`src/rtl/countdown_timer_pkg.sv`:
```
// Shared types and constants for the countdown timer.
// State encodings and default width.
package countdown_timer_pkg;

  localparam int unsigned CT_WIDTH = 3;

  typedef enum logic [1:0] {
    ST_IDLE = 2'b00,
    ST_RUN  = 2'b01,
    ST_HOLD = 2'b10
  } state_e;

endpackage

```
`src/rtl/countdown_timer_reg.sv`:
```
// WIDTH-bit register with async clear.
// Select: load, decrement, or hold.
module countdown_reg
  import countdown_timer_pkg::*;
#(
  parameter int unsigned WIDTH = CT_WIDTH
) (
  input  logic             clk,
  input  logic             reset_n,
  input  logic             load,
  input  logic             dec,
  input  logic [WIDTH-1:0] d,
  output logic [WIDTH-1:0] q
);

  logic [WIDTH-1:0] q_d;
  logic [WIDTH-1:0] q_q;

  // load wins over decrement; otherwise hold
  always_comb begin
    q_d = q_q;
    if (load) begin
      q_d = d;
    end else if (dec) begin
      q_d = q_q - WIDTH'(1);
    end
  end

  // value register, cleared asynchronously
  always_ff @(posedge clk or negedge reset_n) begin
    if (!reset_n) begin
      q_q <= '0;
    end else begin
      q_q <= q_d;
    end
  end

  assign q = q_q;

endmodule

```
`src/rtl/countdown_timer.sv`:
```
// Loadable down-counter with done pulse,
// pause/abort control and optional auto-reload.
module countdown_timer
  import countdown_timer_pkg::*;
#(
  parameter int unsigned WIDTH = CT_WIDTH
) (
  input  logic             clk,
  input  logic             reset_n,
  input  logic             load,
  input  logic [WIDTH-1:0] load_value,
  input  logic             start,
  input  logic             pause,
  input  logic             abort,
  input  logic             auto_reload,
  output logic [WIDTH-1:0] count,
  output logic             busy,
  output logic             paused,
  output logic             done
);

  state_e           state_d;
  state_e           state_q;
  logic             done_d;
  logic             done_q;
  logic             cnt_ld;
  logic             cnt_dec;
  logic [WIDTH-1:0] cnt_val;
  logic             rel_ld;
  logic [WIDTH-1:0] count_q;
  logic [WIDTH-1:0] reload_q;

  countdown_reg #(.WIDTH(WIDTH)) u_count (
    .clk     (clk),
    .reset_n (reset_n),
    .load    (cnt_ld),
    .dec     (cnt_dec),
    .d       (cnt_val),
    .q       (count_q)
  );

  countdown_reg #(.WIDTH(WIDTH)) u_reload (
    .clk     (clk),
    .reset_n (reset_n),
    .load    (rel_ld),
    .dec     (1'b0),
    .d       (load_value),
    .q       (reload_q)
  );

  // next state, counter controls and done
  always_comb begin
    state_d = state_q;
    done_d  = 1'b0;
    cnt_ld  = 1'b0;
    cnt_dec = 1'b0;
    cnt_val = load_value;
    rel_ld  = 1'b0;
    unique case (state_q)
      ST_IDLE: begin
        if (load) begin
          cnt_ld = 1'b1;
          rel_ld = 1'b1;
        end
        if (start) begin
          state_d = ST_RUN;
        end
      end
      ST_RUN: begin
        if (abort) begin
          state_d = ST_IDLE;
        end else if (pause) begin
          state_d = ST_HOLD;
        end else if (count_q <= WIDTH'(1)) begin
          // terminal at 1 (or 0) so 0 never wraps
          done_d = 1'b1;
          cnt_ld = 1'b1;
          if (auto_reload) begin
            cnt_val = reload_q;
          end else begin
            cnt_val = '0;
            state_d = ST_IDLE;
          end
        end else begin
          cnt_dec = 1'b1;
        end
      end
      ST_HOLD: begin
        if (abort) begin
          state_d = ST_IDLE;
        end else if (!pause) begin
          state_d = ST_RUN;
        end
      end
      default: begin
        state_d = ST_IDLE;
      end
    endcase
  end

  // state and done registers
  always_ff @(posedge clk or negedge reset_n) begin
    if (!reset_n) begin
      state_q <= ST_IDLE;
      done_q  <= 1'b0;
    end else begin
      state_q <= state_d;
      done_q  <= done_d;
    end
  end

  assign count  = count_q;
  assign busy   = (state_q == ST_RUN) ||
                  (state_q == ST_HOLD);
  assign paused = (state_q == ST_HOLD);
  assign done   = done_q;

endmodule

```
`config.mk`:
```
export PLATFORM = sky130hd
export DESIGN_NAME = countdown_timer
export DESIGN_NICKNAME = d
export VERILOG_FILES = /design/src/rtl/countdown_timer_pkg.sv /design/src/rtl/countdown_timer_reg.sv /design/src/rtl/countdown_timer.sv
export SDC_FILE = /design/constraint.sdc
export NUM_CORES = 1
export LEC_CHECK = 0
export ABC_AREA = 1
export ABC_CLOCK_PERIOD_IN_PS = 2700
export CORE_MARGIN = 8
export CORE_UTILIZATION = 51
export DETAILED_ROUTE_END_ITERATION = 8
export GPL_ROUTABILITY_DRIVEN = 1
export GPL_TIMING_DRIVEN = 0
export PLACE_DENSITY = 0.78
export RECOVER_POWER = 100
export SLEW_MARGIN = 10
export SYNTH_ARGS = -nofsm -noshare
export SYNTH_HDL_FRONTEND = slang
export SYNTH_SLANG_ARGS = --single-unit
```
`constraint.sdc`:
```
create_clock -name clk -period 2.7 [get_ports clk]
set_input_delay 0.405 -clock clk [delete_from_list [all_inputs] [get_ports clk]]
set_output_delay 0.405 -clock clk [all_outputs]
set_load 0.01 [all_outputs]
```
# Word-level counts from Yosys, hierarchy flattened
# Cells that the tools add are included.
[totals] ff_bits=9 input_bits=10 out_inout_bits=6
[classes] addsub=1 order_cmp=1 n_eq_ne=6 muxes=26 n_reduce_logical=4
[op_table] op="$mux W3" n=7
[op_table] op="$mux W2" n=7
[op_table] op="$mux W1" n=10
[op_table] op="$ne A4 B4 Y1 const B" n=2
[op_table] op="$pmux W2 S3" n=1
[op_table] op="$reduce_and A4 Y1" n=1
[op_table] op="$le A3 B1 Y1 const B" n=1
[op_table] op="$ne A3 B3 Y1 const B" n=1
[op_table] op="$sub A3 B1 Y3 const B" n=1
[op_table] op="$eq A2 B1 Y1 const B" n=1
[op_table] op="$eq A2 B2 Y1 const B" n=1
[op_table] op="$logic_not A2 Y1" n=1
[op_table] op="$ne A2 B2 Y1 const B" n=1
[op_table] op="$pmux W1 S2" n=1
[op_table] op="$reduce_bool A2 Y1" n=1
[op_table] op="$logic_or A1 B1 Y1" n=1

# Depth between registers and ports, before layout
[depth] word_depth=7 mapped_depth=9 ltp_nobuf=9

# By module
# Synthesis repeated with hierarchy kept, for this count alone.
[hier_totals] hier_cells=103 area_unflattened_um2=675.6
[modules_own_cells] module="countdown_reg" n_inst=2 cells_each=27 area_each_um2=178.9 seq_area_each_um2=75.1
[modules_own_cells] module="countdown_timer" n_inst=1 cells_each=49 area_each_um2=317.8 seq_area_each_um2=75.1

# Worst setup path after synthesis
# Ideal clock, no wire load.
[synth_path] path_kind="register -> register" start="register state_q[1]" end="register u_count.q_q[0] (netlist: u_count.q[0])" setup_time_ns=0.117 t_arrival_ns=1.169 required_time_ns=2.583 setup_slack_ns=1.414 path_stages_with_launch=10 path_buffers=0 path_cell_list="dfrtp_1 inv_1 ha_1 nand2_2 nor2_2 nand2_4 nand2_4 nor2_2 nor2_1 nor2_1"
[synth_between] elab_chain_cells=3
[synth_lines] element="start, declared" line="countdown_timer.sv:23" text="state_e state_q;"
[synth_lines] element="start signal, assigned" line="countdown_timer.sv:107" text="state_q <= state_d;"
[synth_lines] element="$eq A2 B1 Y1 or $logic_not A2 Y1 (tied branches)" line="countdown_timer.sv:59" text="unique case (state_q)"
[synth_lines] element="$pmux W1 S2, or another cell as far along" line="countdown_timer.sv:59"
[synth_lines] element="$mux W3 or $reduce_bool A2 Y1 (tied branches)"
[synth_lines] element="end signal, assigned" line="countdown_timer_reg.sv:34" text="q_q <= q_d;"
[synth_lines] element="end, declared" line="countdown_timer_reg.sv:17" text="logic [WIDTH-1:0] q_q;"
# Several ways; a longest one is shown, not always the timed one.
# A chain may end at the register's enable or synchronous reset.

# Worst setup path after layout
[layout_path] start="register state_q[0]" end="output port busy"
[layout_between] elab_chain_cells=2
[layout_lines] element="$eq A2 B1 Y1 or $eq A2 B2 Y1 (tied branches)" line="countdown_timer.sv:113, countdown_timer.sv:114"
[layout_lines] element="$logic_or A1 B1 Y1 (*)" line="countdown_timer.sv:113" text="assign busy = (state_q == ST_RUN) ||"
[layout_lines] element="end, declared" line="countdown_timer.sv:17" text="output logic busy,"
# Every way passes the cells marked *; elsewhere a longest branch is shown, timed or not.

==> flow_metrics.tcl <==
set metrics [dict create \
    track_usage_pct 11.3 \
    viasPerCell 4.91 \
    fin_nets 121 \
    slowest_stage "dlygate4sd3_1" \
    cts_tree "yes" \
    fp.coreArea_um2 1250 \
    powerDensity_nw_per_um2 957 \
    async_flop_share_pct 100 \
    holdBufCountCts 0 \
    worstSetupPathType "flip-flop to primary output" \
    max_stage_delay_ns 0.60 \
    drtAntennaViolNets 0 \
    dr.pass1.iters 4 \
    path_buf_inv 2 \
    crit_arrival_ns 1.60 \
    clkPwrFrac_pct 12.2 \
    final_max_slew_viol_count 0 \
    synth_seq_area_share_pct 33.9 \
    h-tree-depth 1 \
    hold_violations 0 \
    setup_violations 0 \
    fill_cells 110 \
    synth_fp_nets 101 \
    p_comb_share_pct 56.8 \
    finalCritPeriodShare_pct 74.1 \
    die_h_um 52.1 \
    p_int_mw 0.452 \
    syn_area_per_cell_um2 7.82 \
    synth_common_cells "13 x nor2_1, 11 x inv_1, 11 x nand2_1, 9 x dfrtp_1, 7 x nand3_1" \
    period_needed_ns 2.00 \
    switching_share_pct 44.2 \
    num_rows 13 \
    slew_headroom_pct 71.7 \
    dpl.hpwl_mm 1.12 \
    post_cts_resized 0 \
    required_ns 2.30 \
    wl_per_cell_um 11.2 \
    fin_tns_setup_ns 0 \
    place_ws_ns 1.03 \
    die_w_um 52.1 \
    rsz0062_at_grt "false" \
    start_util_pct 53.0 \
    drive_above_1_share_pct 18.3 \
    numCtsBuffers 3 \
    io_buffers 15 \
    yosysTopAreaCellShare_pct 33.9 \
    ios 16 \
    p_leak_nw 0.435 \
    synth_top_area_cell "dfrtp_1" \
    diodes 0 \
    grt_max_degree 11 \
    peakVddDrop_uv 449 \
    drc 0 \
    yosysMostFrequentCell "nor2_1" \
    fin_total_pwr_mw 0.810 \
    endpoint_kind "primary output" \
    synthFlopType "dfrtp_1" \
    grt_pass1_vias 606 \
    vias 584 \
    cap_violations 0 \
    outcome "finished, final reports clean" \
    wirelength_mm 1.33 \
    fmax_ghz 0.500 \
    switchingPower_mw 0.358 \
    seq_power_share_pct 31.0 \
    synth-edff-count 0 \
    clock_sinks 9 \
    multi_input_area_um2 369 \
    clk_path_buf_depth 2 \
    yosysUniqueCellTypes 18 \
    ys_ff_latch 9 \
    setup_ws_ns 0.699 \
    yosysWarnings 0 \
    syn_inst 85 \
    drt_iter0_drc 9 \
    hold_path.class "flip-flop to flip-flop" \
    skew_ns 0.000650 \
    cts_setup_buffers 0 \
    regArea_um2 225 \
    crit_fanout 4 \
    whs_ns 0.490 \
    syn_area_um2 664 \
    critPathTopFamily "buffers and inverters" \
    grt_antenna_before_repair 0 \
    place_congestion 0.788 \
    synth.area.top_cells "dfrtp_1 34%, ha_1 11%, nand2_4 8.5%" \
    root_buffer "clkbuf_4" \
    cp_cell_sequence "inv_1 -> ha_1 -> dlygate4sd3_1" \
    grt_pass1_wl_mm 2.39 \
    grt-ovfl-total 0 \
    clk_pin_slew_worst_paths_ns 0.06 \
    worst_pin_slew_ns 0.424 \
    syn_to_final_growth_pct 27.3 \
    clock_latency_ns 0.25 \
    critPathLaunchType "flip-flop" \
    die_area_um2 2710 \
]
[cells in the final DEF, fill, tap and decap left out]
cell type,n
clkdlybuf4s50_1,8
clkbuf_4,3
inv_2,3
xnor2_1,1
nand2_2,1
o21ai_2,1
nand2_4,5
o21ai_1,1
inv_1,11
dfrtp_1,9
nand2_1,12
nand3_1,8
o21ai_0,5
a21oi_2,1
ha_1,6
nand4_1,1
clkbuf_1,2
nor2_1,14
nor2_2,5
dlygate4sd3_1,7
[area by class of cell]
type,instances,area share [%]
multi-input cells,61,43.6
clock buffers,4,3.11
plain buffers,1,0.444
well taps,15,2.22
repair buffers,15,17.8
inverters,14,6.21
flip-flops and latches,9,26.6
[power by group through the flow]
| stage | clock network, mW | logic (mW) | registers, mW |
|---|---|---|---|
| floorplan | 0 | 0.333 | 0.255 |
| global placement | 0 | 0.480 | 0.252 |
| detailed placement | 0 | 0.493 | 0.254 |
| CTS | 0.103 | 0.496 | 0.252 |
| global route | 0.108 | 0.521 | 0.259 |
| finish | 0.0990 | 0.460 | 0.251 |
[routing by layer]
| layer | wire (um) | up-vias | global-route usage [%] | share of wire (%) |
|---|---|---|---|---|
| met5 | 0 | - | 0 | 0 |
| met4 | 15 | 0 | 5.31 | 1.1 |
| met3 | 62 | 2 | 2.56 | 4.7 |
| met2 | 638 | 12 | 19.4 | 48 |
| met1 | 616 | 269 | 12.9 | 46 |
| li1 | - | 301 | - | - |
[through the flow]
step	area (um^2)	std cells	utilization (%)
after global routing	846	119	67.5
after CTS	860	119	68.6
after floorplan	664	85	-
final	846	119	67.5
after global placement	833	115	66.5
after detailed placement	833	115	66.5
[state kept, by name (all words and copies together) (netlist names)]
register / flops
u_reload.q: 3
state_q: 2
u_count.q: 3
done: 1
[worst paths after layout]
path                                     from       endpoint  slack [ns]  depth (start not counted)
worst max-delay path               state_q[0]           busy        0.70                          3
worst min-delay path            u_reload.q[1]  u_reload.q[1]        0.49                          2
worst max register to register     state_q[0]   u_count.q[0]        1.03                          9
worst min register to register  u_reload.q[1]  u_reload.q[1]        0.49                          2
max in group asynchronous             reset_n   u_count.q[1]        1.91                          1
min in group asynchronous             reset_n     state_q[1]        0.51                          1
[kinds of logic after synthesis]
family / synth area share, %
AOI/OAI and AO/OA: 7.16
xor gates and xnor gates: 1.32
buffers and inverters: 9.04
DFF: 33.9
adders and majority gates: 11.3
and+or+nand+nor: 37.3
[tightest hold or removal path, cell delays in order, from the launching register on]
cell and delay, ns:
dfrtp_1 0.34, nand2_1 0.05, o21ai_0 0.06
(Power assumes the default switching activity.)
